File: config.mk
export PLATFORM = sky130hd
export DESIGN_NAME = net_rx_flat
export DESIGN_NICKNAME = d
export VERILOG_FILES = /design/src/rtl/net_pkg.sv /design/src/rtl/net_rx_if.sv /design/src/rtl/net_rx_ddr.sv /design/src/rtl/net_rx.sv /design/src/flat_wrapper.sv
export SDC_FILE = /design/constraint.sdc
export NUM_CORES = 1
export LEC_CHECK = 0
export BUFFER_PORTS_ARGS = -buffer_cell sky130_fd_sc_hd__buf_2
export CORE_UTILIZATION = 44
export CTS_BUF_LIST = sky130_fd_sc_hd__clkbuf_8
export CTS_CLUSTER_DIAMETER = 120
export DETAILED_ROUTE_END_ITERATION = 8
export PLACE_DENSITY = 0.59
export SLEW_MARGIN = 40
export SYNTH_ARGS = -nofsm -noshare
export SYNTH_HDL_FRONTEND = slang
export SYNTH_SLANG_ARGS = --single-unit
File: constraint.sdc
create_clock -name clk125 -period 4.3 [get_ports clk125]
set_input_delay 0.43 -clock clk125 [delete_from_list [all_inputs] [get_ports clk125]]
set_output_delay 0.43 -clock clk125 [all_outputs]
set_load 0.05 [all_outputs]
File: src/rtl/net_pkg.sv
// ---------------------------------------------------------------------------
// net_pkg -- shared definitions for the RGMII receive/transmit path.
//   DATA_W          : stream byte width
//   CNT_W           : frame byte counter width (saturating)
//   PREAMBLE_BYTE   : preamble octet
//   SFD_BYTE        : start-of-frame delimiter
//   CRC_INIT        : CRC-32 register start value
//   CRC_POLY        : reflected CRC-32 polynomial
//   CRC_RESIDUE     : register value after data + correct FCS
//   rx_state_t      : receiver FSM states
//   crc32()         : one-byte, LSB-first CRC-32 register update
// ---------------------------------------------------------------------------
package net_pkg;

    localparam int          DATA_W        = 8;
    localparam int          CNT_W         = 11;
    localparam logic [7:0]  PREAMBLE_BYTE = 8'h55;
    localparam logic [7:0]  SFD_BYTE      = 8'hD5;
    localparam logic [31:0] CRC_INIT      = 32'hFFFF_FFFF;
    localparam logic [31:0] CRC_POLY      = 32'hEDB8_8320;
    localparam logic [31:0] CRC_RESIDUE   = 32'hDEBB_20E3;

    typedef enum logic [1:0] {
        IDLE,
        PREAMBLE,
        DATA,
        DROP
    } rx_state_t;

    // Bit-serial reflected CRC-32 over one byte, LSB first.
    function automatic logic [31:0] crc32(input logic [31:0] crc, input logic [7:0] data);
        logic [31:0] c;
        c = crc ^ {24'h0, data};
        for (int i = 0; i < 8; i++) begin
            c = c[0] ? ((c >> 1) ^ CRC_POLY) : (c >> 1);
        end
        return c;
    endfunction

endpackage

File: src/rtl/net_rx_if.sv
// ---------------------------------------------------------------------------
// net_rx_if -- received-frame byte stream (no backpressure).
//   m_data  : frame byte
//   m_valid : m_data valid this cycle
//   m_last  : final byte of frame, qualified by m_valid
//   m_good  : frame passed CRC/length/error checks, qualified by m_last
// Modports: master (producer), slave (consumer).
// ---------------------------------------------------------------------------
interface net_rx_if;
    import net_pkg::*;

    logic [DATA_W-1:0] m_data;
    logic              m_valid;
    logic              m_last;
    logic              m_good;

    modport master (output m_data, m_valid, m_last, m_good);
    modport slave  (input  m_data, m_valid, m_last, m_good);

endinterface

File: src/rtl/net_rx_ddr.sv
// ---------------------------------------------------------------------------
// net_rx_ddr -- RGMII double-data-rate capture and byte assembly.
//   clk125  in  : RGMII receive clock
//   rst     in  : synchronous active-high reset
//   rxctl   in  : RX_CTL (DV on rising edge, DV^ER on falling edge)
//   rxd     in  : data nibbles (low on rising, high on falling edge)
//   rx_byte out : {falling nibble, rising nibble}, one per clk125
//   rx_dv   out : rising-edge RX_CTL
//   rx_er   out : rising XOR falling RX_CTL
// ---------------------------------------------------------------------------
module net_rx_ddr (
    input  logic       clk125,
    input  logic       rst,
    input  logic       rxctl,
    input  logic [3:0] rxd,
    output logic [7:0] rx_byte,
    output logic       rx_dv,
    output logic       rx_er
);

    logic [3:0] lo_p0;
    logic       dv_p0;
    logic [3:0] hi_p0;
    logic       ctlf_p0;

    // Stage p0 (rising edge): low nibble and DV.
    // Stage p1 (next rising edge): assemble with the falling-edge half.
    always_ff @(posedge clk125) begin
        lo_p0   <= rxd;
        rx_byte <= {hi_p0, lo_p0};
        if (rst) begin
            dv_p0 <= 1'b0;
            rx_dv <= 1'b0;
            rx_er <= 1'b0;
        end else begin
            dv_p0 <= rxctl;
            rx_dv <= dv_p0;
            rx_er <= dv_p0 ^ ctlf_p0;
        end
    end

    // Stage p0 (falling edge): high nibble and DV^ER.
    always_ff @(negedge clk125) begin
        hi_p0   <= rxd;
        ctlf_p0 <= rxctl;
    end

endmodule

File: src/rtl/net_rx.sv
// ---------------------------------------------------------------------------
// net_rx -- RGMII Ethernet frame receiver.
// Strips preamble/SFD and FCS, checks CRC-32 residue, frame length and
// RX_ER, and streams frame bytes with a good/bad verdict on the last byte.
//   clk125  in  : RGMII receive clock
//   rst     in  : synchronous active-high reset
//   rxctl   in  : RGMII RX_CTL
//   rxd     in  : RGMII data nibbles
//   m       mst : net_rx_if byte stream (m_data/m_valid/m_last/m_good)
//   ok_cnt  out : frames ending good (wraps)
//   bad_cnt out : frames ending bad (wraps)
// ---------------------------------------------------------------------------
module net_rx
    import net_pkg::*;
#(
    parameter int MIN_LEN = 64,
    parameter int MAX_LEN = 1518
) (
    input  logic        clk125,
    input  logic        rst,
    input  logic        rxctl,
    input  logic [3:0]  rxd,
    net_rx_if.master    m,
    output logic [15:0] ok_cnt,
    output logic [15:0] bad_cnt
);

    // Delay line depth: 4 FCS bytes plus the byte being emitted, so FCS
    // never reaches the output.
    localparam int              DL_DEPTH = 5;
    localparam logic [CNT_W-1:0] DL_LEN  = CNT_W'(DL_DEPTH);
    localparam logic [CNT_W-1:0] MIN_L   = CNT_W'(MIN_LEN);
    localparam logic [CNT_W-1:0] MAX_L   = CNT_W'(MAX_LEN);
    localparam logic [CNT_W-1:0] CNT_SAT = '1;

    logic [DATA_W-1:0] rx_byte;
    logic              rx_dv;
    logic              rx_er;

    rx_state_t         state, state_nxt;
    logic [31:0]       crc, crc_nxt;
    logic [CNT_W-1:0]  cnt, cnt_nxt;
    logic              err, err_nxt;
    logic [DATA_W-1:0] dl [DL_DEPTH];
    logic              shift;
    logic [DATA_W-1:0] data_q, data_nxt;
    logic              vld_q, vld_nxt;
    logic              last_q, last_nxt;
    logic              good_q, good_nxt;
    logic              ok_inc, bad_inc;

    net_rx_ddr u_ddr (
        .clk125  (clk125),
        .rst     (rst),
        .rxctl   (rxctl),
        .rxd     (rxd),
        .rx_byte (rx_byte),
        .rx_dv   (rx_dv),
        .rx_er   (rx_er)
    );

    always_ff @(posedge clk125) begin
        if (rst) state <= IDLE;
        else     state <= state_nxt;
    end

    always_comb begin
        state_nxt = state;
        crc_nxt   = crc;
        cnt_nxt   = cnt;
        err_nxt   = err;
        shift     = 1'b0;
        data_nxt  = data_q;
        vld_nxt   = 1'b0;
        last_nxt  = 1'b0;
        good_nxt  = 1'b0;
        ok_inc    = 1'b0;
        bad_inc   = 1'b0;
        case (state)
            IDLE: begin
                if (rx_dv) state_nxt = (rx_byte == PREAMBLE_BYTE) ? PREAMBLE : DROP;
            end
            PREAMBLE: begin
                if (!rx_dv) begin
                    state_nxt = IDLE;
                end else if (rx_byte == SFD_BYTE) begin
                    state_nxt = DATA;
                    crc_nxt   = CRC_INIT;
                    cnt_nxt   = '0;
                    err_nxt   = 1'b0;
                end else if (rx_byte != PREAMBLE_BYTE) begin
                    state_nxt = DROP;
                end
            end
            DATA: begin
                if (rx_dv) begin
                    crc_nxt = crc32(crc, rx_byte);
                    cnt_nxt = (cnt == CNT_SAT) ? cnt : cnt + 11'd1;
                    err_nxt = err | rx_er;
                    shift   = 1'b1;
                    // Line is full: the byte falling out is frame data.
                    if (cnt >= DL_LEN) begin
                        vld_nxt  = 1'b1;
                        data_nxt = dl[DL_DEPTH-1];
                        // This byte makes the frame one too long: close it bad.
                        if (cnt == MAX_L) begin
                            last_nxt  = 1'b1;
                            bad_inc   = 1'b1;
                            state_nxt = DROP;
                        end
                    end
                end else begin
                    state_nxt = IDLE;
                    // Oldest entry is the last payload byte; the rest is FCS.
                    if (cnt > DL_LEN) begin
                        vld_nxt  = 1'b1;
                        data_nxt = dl[DL_DEPTH-1];
                        last_nxt = 1'b1;
                        good_nxt = (crc == CRC_RESIDUE) && (cnt >= MIN_L) &&
                                   (cnt <= MAX_L) && !err;
                        ok_inc   = good_nxt;
                        bad_inc  = !good_nxt;
                    end else begin
                        bad_inc = 1'b1;
                    end
                end
            end
            DROP: begin
                if (!rx_dv) state_nxt = IDLE;
            end
            default: state_nxt = IDLE;
        endcase
    end

    always_ff @(posedge clk125) begin
        if (rst) begin
            crc     <= '0;
            cnt     <= '0;
            err     <= 1'b0;
            for (int i = 0; i < DL_DEPTH; i++) dl[i] <= '0;
            data_q  <= '0;
            vld_q   <= 1'b0;
            last_q  <= 1'b0;
            good_q  <= 1'b0;
            ok_cnt  <= '0;
            bad_cnt <= '0;
        end else begin
            crc    <= crc_nxt;
            cnt    <= cnt_nxt;
            err    <= err_nxt;
            data_q <= data_nxt;
            vld_q  <= vld_nxt;
            last_q <= last_nxt;
            good_q <= good_nxt;
            if (shift) begin
                dl[0] <= rx_byte;
                for (int i = 1; i < DL_DEPTH; i++) dl[i] <= dl[i-1];
            end
            if (ok_inc)  ok_cnt  <= ok_cnt + 16'd1;
            if (bad_inc) bad_cnt <= bad_cnt + 16'd1;
        end
    end

    assign m.m_data  = data_q;
    assign m.m_valid = vld_q;
    assign m.m_last  = last_q;
    assign m.m_good  = good_q;

endmodule

File: src/flat_wrapper.sv
// flat-port wrapper written by rule: the top's interface ports become plain ports
module net_rx_flat import net_pkg::*;
#(
    parameter int MIN_LEN = 64,
    parameter int MAX_LEN = 1518
)
  (clk125, rst, rxctl, rxd, ok_cnt, bad_cnt, m_m_data, m_m_valid, m_m_last, m_m_good);
  net_rx_if m_i ();
  input  logic clk125;
  input  logic rst;
  input  logic rxctl;
  input  logic [3:0] rxd;
  output logic [15:0] ok_cnt;
  output logic [15:0] bad_cnt;
  output wire logic [$bits(m_i.m_data)-1:0] m_m_data;
  output wire logic [$bits(m_i.m_valid)-1:0] m_m_valid;
  output wire logic [$bits(m_i.m_last)-1:0] m_m_last;
  output wire logic [$bits(m_i.m_good)-1:0] m_m_good;
  assign m_m_data = m_i.m_data;
  assign m_m_valid = m_i.m_valid;
  assign m_m_last = m_i.m_last;
  assign m_m_good = m_i.m_good;
  net_rx #(.MIN_LEN(MIN_LEN), .MAX_LEN(MAX_LEN)) u_core (.clk125(clk125), .rst(rst), .rxctl(rxctl), .rxd(rxd), .m(m_i), .ok_cnt(ok_cnt), .bad_cnt(bad_cnt));
endmodule
# After elaboration in Yosys (flattened, before gate mapping)
# Memories as Yosys holds them, arrays and structs flattened.
# Cells that the tools add are included.
op_classes:
  n_addsub: 3
  order_cmp: 4
  eq_ne: 19
  mux: 58
  n_bitwise: 17
  n_reduce_logical: 13
op_table:
  columns: ["op", "n"]
  rows:
  - ["2-to-1 mux 32 bit", 11]
  - ["inverter 13 -> 14 bit", 8]
  - ["2-to-1 mux 8 bit", 8]
  - ["one-hot mux 32 bit (2 select lines)", 1]
  - ["2-to-1 mux 11 bit", 4]
  - ["adder 16 x 1 -> 16 bit, second input constant", 2]
  - ["== test 32 bit, second input constant", 1]
  - ["bitwise XOR 32 x 8 -> 32 bit", 1]
  - ["== test 11 bit, second input constant", 2]
  - ["2-to-1 mux 1 bit", 22]
  - ["one-hot mux 11 bit (2 select lines)", 1]
  - ["2-to-1 mux 2 bit", 9]
  - ["adder 11 x 1 -> 11 bit, second input constant", 1]
  - ["greater-or-equal comparator 11 x 3 -> 1 bit, second input constant", 1]
  - ["greater-or-equal comparator 11 x 7 -> 1 bit, second input constant", 1]
  - ["greater-than comparator 11 x 3 -> 1 bit, second input constant", 1]
  - ["less-or-equal comparator 11 bit, second input constant", 1]
  - ["!= test 2 bit, second input constant", 5]
  - ["AND reduction 5 bit", 2]
  - ["== test 8 x 7 -> 1 bit, second input constant", 1]
  - ["== test 8 bit, second input constant", 1]
  - ["!= test 8 x 7 -> 1 bit, second input constant", 1]
  - ["one-hot mux 2 bit (4 select lines)", 1]
  - ["!= test 3 x 2 -> 1 bit, second input constant", 2]
  - ["other kinds (15)", 26]
word_totals:
  reg_bits: 109
  ramBits: 40
  inputBits: 7
  out_inout_bits: 43
  word_cells: 132
  mem_count: 1
mem_list:
  columns: ["name", "words", "width", "rd", "rd_clocked_by_memory_dff", "wr", "line", "source"]
  rows:
  - ["u_core.dl", 5, 8, 5, 0, 5, "net_rx.sv:44", "logic [DATA_W-1:0] dl [DL_DEPTH];"]

# Longest topological paths before layout
depth:
  depth_word: 19
  depth_mapped: 9
  depth_no_buf: 7

# Modules after synthesis
# A second synthesis with hierarchy kept.
unflattened:
  cells_unflattened: 641
  area_unflattened_um2: 6423.7
modules_own_cells:
  columns: ["module", "n_inst", "cells_each", "area_each_um2", "seq_area_each_um2"]
  rows:
  - ["net_rx", 1, 616, 5994.5, 2982.9]
  - ["net_rx_ddr", 1, 25, 429.2, 400.4]

==> out/metrics.cfg <==
[critical_path]
start_kind=flop
cp_slowest_stage_delay_ps=300
reg2reg_depth=2
r2r_start=u_core.u_ddr.ctlf_p0
worstSetupPathType=flop to flop
required_ps=4610
cp_slowest_cell=dfxtp_1
cp_top_family=flip-flops
path_buf_inv=0
ff2ff_setup_slack_ps=1530
r2r_end=u_core.u_ddr.rx_er
worstSetupEndpointType=flop
cp_cell_sequence=xnor2_1 -> nor2_1
path_max_fanout=1
critPathArrivalTime_ps=3080

[finish]
layout-area-overhead-vs-synth_pct=12.9
antenna_cells=0
nets=688
fill_cells=1309
final_cells=869
drive_above_1_share_pct=13.8

[detailed_routing]
drt_iter0_drc=246
via_per_inst=5.20
drc=0
avgRoutedWirePerCell_um=14.2
vias=4518
ant_nets=0
drt_wl_total_mm=12.3
dr.pass1.iters=4

[clock_network]
path_clk_slew_ps=70
clk_path_buf_depth=2
cts_hold_buf=0
cts_made_buffers=17
post-cts-setup-buffers=0
clock_sinks=149
cts-root-buf=clkbuf_8
clkLatencyLatePin_ps=450
cts_tree=done
htreeDepth=4
cts_resized=0

[synth]
ys.flop_type=dfxtp_1
synthTopCellsByArea=dfxtp_1 (34%), edfxtp_1 (19%), xnor2_1 (8.4%)
ys_types=55
ys_ff_latch=149
async_flop_share_pct=0
syn-cell-area_um2=6350
synth.most_common_cell=dfxtp_1
synth-seq-area-share_pct=53.3
yosys_warnings=0
synth.net_count=641
synth_edf_count=40
synth_top_area_cell=dfxtp_1
synth_cells=629
syn_area_per_cell_um2=10.1
yosys-top-cells-count=dfxtp_1 (109), nor2_1 (87), xnor2_1 (61)
yosysTopAreaCellShare_pct=34.4

[global_route]
grt_usage_pct=18.3
met2_usage_pct=27.8
grt_pass1_wl_mm=21.0
use_met3_pct=4.40
grt_pass1_vias=4346
busiest_layer=met2
grt_antenna_before_repair=0
overflow=0
grt_max_degree=60
gr-usage-met1_pct=24.3

[sta]
rsz0062_at_grt=no
slew_violations=0
fin_skew_ps=14.5
tightest_slew_ps=782
setup_viol=0
slew_headroom_pct=47.4
hold_viol_final=0
final.setup.tns_ps=0

[outcome]
status=finished clean

[placed_design]
gp_congestion=0.824
hpwl_mm=8.31
place.port_buffers=49
dp.cells=833

[die]
pin_count=50
core_area_um2=14000
start_util_pct=45.4
die_w_um=122
die_height_um=122
rows=43
dieArea_um2=14900

[hold_path]
min_path_type=primary input to flop
min_to=u_core.u_ddr.lo_p0[0]
hold_depth=1
hold_path_startpoint=rxd[0]

[flow_run]
cap_violations=0

[pwr]
peakVddDrop_mv=0.254
p_per_area_nw_per_um2=381
cellLeakagePower_uw=0.00269

==> cells by family (layout without fill, tap and decap cells) <==
group | Yosys count | after routing | share of synthesized area, %
muxes | 13 | 13 | 2.09
and+or+nand+nor | 253 | 253 | 21.3
xor gates and xnor gates | 86 | 86 | 12.2
DFF | 149 | 149 | 53.3
buffers and inverters | 46 | 106 | 2.78
AOI/OAI and AO/OA | 77 | 77 | 7.43
adders and majority gates | 5 | 5 | 0.985
==> layout make-up <==
class                           instances  area, um2  area share (%)
Clock buffer                           19        262            3.64
Clock inverter                         18        150            2.09
Inverter                               15       56.3           0.785
Multi-Input combinational cell        434       2820            39.2
Sequential cell                       149       3380            47.2
Tap cell                              180        225            3.14
Timing Repair Buffer                   54        283            3.94
==> worst max path at each step <==
| stage | from | end | slack [ps] | cells past startpoint |
|---|---|---|---|---|
| floorplan | u_core.u_ddr.ctlf_p0 | u_core.u_ddr.rx_er | 1560 | 2 |
| global placement | u_core.cnt[5] | u_core.bad_cnt[10] | 1460 | 6 |
| CTS | u_core.u_ddr.ctlf_p0 | u_core.u_ddr.rx_er | 1540 | 2 |
| finish | u_core.u_ddr.ctlf_p0 | u_core.u_ddr.rx_er | 1530 | 2 |
| detailed placement | rxd[1] | u_core.u_ddr.hi_p0[1] | 1500 | 1 |
| global route | u_core.cnt[5] | u_core.bad_cnt[10] | 1320 | 6 |
==> stage by stage <==
stage	area (um2)	setup WS (ps)	total power, uW	hold WS (ps)	util [%]
2_1_floorplan	6350	1560	1660	310	-
3_3_place_gp	6750	1460	1700	317	48.2
4_1_cts	7170	1540	2770	64.7	51.2
5_1_grt	7170	1320	2860	70.9	51.3
3_5_place_dp	6760	1500	1700	315	48.3
6_report	7170	1530	2740	99.5	51.3
==> state kept, by name, summed over array words and instances, names as in the netlist <==
name,cells
u_core.m.m_good,1
u_core.crc,32
u_core.ok_cnt,16
u_core.state,2
u_core.u_ddr.rx_dv,1
u_core.dl,40
u_core.u_ddr.rx_er,1
u_core.err,1
u_core.m.m_valid,1
u_core.cnt,11
u_core.u_ddr.rx_byte,8
u_core.u_ddr.ctlf_p0,1
u_core.u_ddr.hi_p0,4
u_core.m.m_last,1
u_core.bad_cnt,16
u_core.m.m_data,8
u_core.u_ddr.lo_p0,4
u_core.u_ddr.dv_p0,1
==> metal layers <==
metal	share of wire [%]	vias up
met4	1.8	0
li1	-	2275
met1	49	2131
met3	3.6	19
met5	0	-
met2	46	93
==> cell usage in the layout (no fill, tap or decap), types with 11 or more instances in the layout <==
cell,instances
nor3_1,29
xnor2_1,59
nor2_1,87
mux2i_1,11
or3_1,17
edfxtp_1,40
xor2_1,23
clkbuf_8,19
and2_1,43
a21oi_1,24
o22ai_1,12
buf_2,49
inv_1,24
nand2_1,14
dfxtp_1,109
o21ai_0,17
==> power by group <==
part	leakage, uW	switching (uW)	internal, uW
clock network	0.000250	501	570
registers	0.00130	13.4	1460
logic	0.00114	108	79.1
Power figures use the tool's default switching activity.
